`src/rtl/nibble_serial_add_seq.sv`:
```
// Nibble-serial adder/subtractor: sequences WIDTH/4 passes through an external 4-bit
// carry-lookahead slice, one nibble per clock, LSB nibble first.
module nibble_serial_add_seq #(
  parameter int unsigned WIDTH = 16
) (
  input  logic             clk,
  input  logic             rst_n,
  input  logic             start,
  input  logic             sub,
  input  logic             cin_in,
  input  logic [WIDTH-1:0] op_a,
  input  logic [WIDTH-1:0] op_b,
  output logic [3:0]       add_a,
  output logic [3:0]       add_b,
  output logic             add_cin,
  input  logic [3:0]       add_sum,
  input  logic             add_cout,
  output logic             busy,
  output logic             done,
  output logic [WIDTH-1:0] result,
  output logic             cout,
  output logic             ovf
);

  localparam int unsigned N  = WIDTH / 4;
  localparam int unsigned KW = (N > 1) ? $clog2(N) : 1;
  localparam logic [KW-1:0] KLast = KW'(N - 1);

  typedef enum logic [1:0] {StIdle, StRun, StDone} state_e;

  state_e                state_q, state_d;
  logic [KW-1:0]         k_q, k_d;
  logic                  carry_q, carry_d;
  logic [N-1:0][3:0]     a_q, a_d;
  logic [N-1:0][3:0]     b_q, b_d;
  logic [N-1:0][3:0]     result_q, result_d;
  logic                  cout_q, cout_d;
  logic                  ovf_q, ovf_d;

  always_ff @(posedge clk or negedge rst_n) begin
    if (!rst_n) begin
      state_q  <= StIdle;
      k_q      <= '0;
      carry_q  <= 1'b0;
      a_q      <= '0;
      b_q      <= '0;
      result_q <= '0;
      cout_q   <= 1'b0;
      ovf_q    <= 1'b0;
    end else begin
      state_q  <= state_d;
      k_q      <= k_d;
      carry_q  <= carry_d;
      a_q      <= a_d;
      b_q      <= b_d;
      result_q <= result_d;
      cout_q   <= cout_d;
      ovf_q    <= ovf_d;
    end
  end

  always_comb begin
    state_d  = state_q;
    k_d      = k_q;
    carry_d  = carry_q;
    a_d      = a_q;
    b_d      = b_q;
    result_d = result_q;
    cout_d   = cout_q;
    ovf_d    = ovf_q;
    unique case (state_q)
      StIdle: begin
        if (start) begin
          // Subtraction is A + ~B + 1, so B is inverted and the carry forced to one.
          a_d     = op_a;
          b_d     = sub ? ~op_b : op_b;
          carry_d = sub ? 1'b1 : cin_in;
          k_d     = '0;
          state_d = StRun;
        end
      end
      StRun: begin
        result_d[k_q] = add_sum;
        carry_d       = add_cout;
        k_d           = k_q + KW'(1);
        if (k_q == KLast) begin
          cout_d  = add_cout;
          ovf_d   = (a_q[N-1][3] == b_q[N-1][3]) && (add_sum[3] != a_q[N-1][3]);
          k_d     = '0;
          state_d = StDone;
        end
      end
      StDone: state_d = StIdle;
      default: state_d = StIdle;
    endcase
  end

  always_comb begin
    add_a   = 4'h0;
    add_b   = 4'h0;
    add_cin = 1'b0;
    if (state_q == StRun) begin
      add_a   = a_q[k_q];
      add_b   = b_q[k_q];
      add_cin = carry_q;
    end
  end

  assign busy   = (state_q == StRun);
  assign done   = (state_q == StDone);
  assign result = result_q;
  assign cout   = cout_q;
  assign ovf    = ovf_q;

endmodule

```
`config.mk`:
```
export PLATFORM = sky130hd
export DESIGN_NAME = nibble_serial_add_seq
export DESIGN_NICKNAME = d
export VERILOG_FILES = /design/src/rtl/nibble_serial_add_seq.sv
export SDC_FILE = /design/constraint.sdc
export NUM_CORES = 1
export LEC_CHECK = 0
export CAP_MARGIN = 30
export CORE_ASPECT_RATIO = 1.25
export CORE_UTILIZATION = 40
export CTS_CLUSTER_SIZE = 28
export DETAILED_ROUTE_END_ITERATION = 8
export PLACE_DENSITY = 0.69
export SLEW_MARGIN = 5
export SYNTH_ARGS = -nofsm -noshare
export SYNTH_HDL_FRONTEND = slang
export SYNTH_SLANG_ARGS = --single-unit
```
`constraint.sdc`:
```
create_clock -name clk -period 2.5 [get_ports clk]
set_input_delay 0.25 -clock clk [delete_from_list [all_inputs] [get_ports clk]]
set_output_delay 0.25 -clock clk [all_outputs]
set_load 0.05 [all_outputs]
```
==> out/results.ini <==
[drt]
drtIter0Drc = 141
dr_wl_met3_um = 221
route.detailed.drc = 0
wl_met1_um = 2224
highest_layer = met4
wl_per_cell_um = 12.75
wl_met2_um = 2382
routed-via-count = 1791
via_per_inst = 4.676
firstDrtPassIters = 4
antenna_left = 0
finalWirelength_um = 4883

[setup_path]
timing.rr.end = result[15]
crit_path_end_kind = primary output
path_max_fanout = 10
rrSetupSlack_ns = 0.74
required_ns = 2.25
reg2reg_depth = 3
r2r-start = k_q[1]
crit_arrival_ns = 1.90
start_kind = register
worstSetupPathType = register to primary output

[placement]
place_congestion = 0.7535
port_buffers = 70
hpwl_um = 3573

[timing]
finalSetupViolCount = 0
post-route-period-util = 0.8581
worstMarginPinSlew_ns = 0.5164
finalCriticalPeriod_ns = 2.145
fin_tns_setup_ns = 0
fin_skew_ns = 0.009133
slew_violations = 0
max_slew_margin = 0.6547
rsz0062_at_grt = no
max_freq_ghz = 0.4662
hold_viol_final = 0

[global_routing]
grt_use_total = 0.1660
grt_pass1_wl_um = 8473
grt_max_degree = 52
grt_pass1_vias = 1796
antenna_found_initial = 0
grt.overflow.total = 0

[finish]
final_nets = 344
drive_gt1_frac = 0.1611
syn2layout_area_growth_pct = 33.66
layout.area.seq_sq_mm = 0.001376
fillerInstances = 585
multiInputGateArea_sq_mm = 0.001065
diodes = 0

[synthesis]
syn-num-nets = 273
syn_area_sq_mm = 0.002531
synth_top_area_frac = 0.5437
post_synth_num_cell_types = 23
synth.area.top_cells = dfrtp_1, nand2_1, mux2_2
synth.yosys.seq_area_share = 0.5437
synthCells = 227
ys_ff_latch = 55
synth.avg_cell_area_sq_um = 11.15
synth_top_area_cell = dfrtp_1
yosys_warnings = 0

[floorplanning]
pin_count = 71
die_area_sq_mm = 0.006652
start_util = 0.4132
die_w_um = 73.15
die_h_um = 90.94
core.rowCount = 32
core_region_area_sq_mm = 0.006126

[clocking]
cts-root-buf = clkbuf_8
tritoncts = yes
cts_hold_buf = 1
clk_pin_slew_ns = 0.09
cts_sinks = 55
htreeDepth = 2
post-cts-setup-buffer-count = 0
cts_buffers = 5
clk_path_buf_depth = 2
clock_latency_ns = 0.30
cts-resized-gates = 0

[min_path]
worst_hold_path_type = input pin to async pin

[power]
p_total_mw = 4.796
leakage_nw = 1.513
vdd_drop_max_v = 0.0006110
p_per_area_mw_per_mm2 = 1417

[status]
outcome = completed

[job]
max_cap_viol_count = 0

[how the worst max path moves through the flow]
stage / from / end / slack (ns)
2_1_floorplan: state_q[1] / add_a[0] / 0.72
3_3_place_gp: k_q[0] / add_a[2] / 0.68
3_5_place_dp: k_q[0] / add_a[2] / 0.65
4_1_cts: k_q[0] / add_a[2] / 0.32
5_1_grt: k_q[0] / add_a[2] / 0.24
6_report: k_q[0] / add_a[2] / 0.35
[kinds of logic after synthesis]
logic type / count (synthesis) / share of synthesized area
muxes: 25 / 0.1468
buffers and inverters: 16 / 0.03559
adders and majority gates: 4 / 0.01977
DFF: 55 / 0.5437
and+or+nand+nor: 89 / 0.1532
AOI/OAI and AO/OA: 22 / 0.04547
xor gates and xnor gates: 16 / 0.05536
[synthesized netlist by cell type]
master / n
nor2_1: 1
o21ai_0: 3
and3b_1: 1
o31ai_1: 2
nand2b_1: 1
nand2_1: 70
nor2b_1: 1
buf_2: 9
mux4_2: 8
xnor2_1: 16
or3b_1: 1
buf_4: 1
buf_6: 2
o21ai_1: 16
nor3b_2: 1
a21oi_1: 1
nand3_1: 3
ha_1: 4
inv_1: 4
dfrtp_1: 55
nand3b_1: 1
and2_1: 9
mux2_2: 17
[where the power goes]
group	switching (mW)	total [mW]	internal (mW)
logic	1.59	2.64	1.05
clock network	0.264	0.558	0.294
registers	0.271	1.60	1.33
[final cells by class]
type                       instances  area share
clock buffer                       6     0.02145
clock inverter                     1    0.008876
inverter                           4    0.004438
multi-input combinational        156      0.3147
sequential                        55      0.4068
tap                               85     0.03143
timing repair buffer              76      0.2123
[worst max-delay path, stage by stage, from the launching register on]
cell     delay [ns]
dfrtp_1        0.47
buf_4          0.25
mux4_2         0.51
and2_1         0.18
buf_4          0.19
[per-layer routing]
layer	up-vias	GRT usage
met4	0	0.04248
met1	850	0.2225
met5	-	0
met2	52	0.2731
met3	5	0.03219
li1	884	-
[cells in the final DEF, fill, tap and decap left out, drive strengths merged, types with 2 or more instances in the layout]
cell type	netlist	final
nand2	70	70
clkdlybuf4s50	0	59
dfrtp	55	55
o21ai	19	19
mux2	17	17
xnor2	16	16
buf	12	16
and2	9	9
mux4	8	8
clkbuf	0	6
inv	4	4
ha	4	4
nand3	3	3
o31ai	2	2
[sequential cells by signal, summed over array words and instances, names as in the netlist]
signal and flops:
state_q 2, result 16, ovf 1, a_q 16
carry_q 1, cout 1, k_q 2, b_q 16
[metrics by stage]
stage                     area, sq um    util  hold slack [ns]  cells  worst slack (ns)
final                            3383  0.5523           0.4445    383            0.3548
after global routing             3383  0.5523           0.4737    383            0.2436
after CTS                        3383  0.5523           0.4394    383            0.3161
after detailed placement         3271  0.5339           0.2380    375            0.6543
after global placement           3271  0.5339           0.2298    375            0.6785
after floorplan                  2531       -         -0.04559    227            0.7198
(Power assumes the default switching activity.)
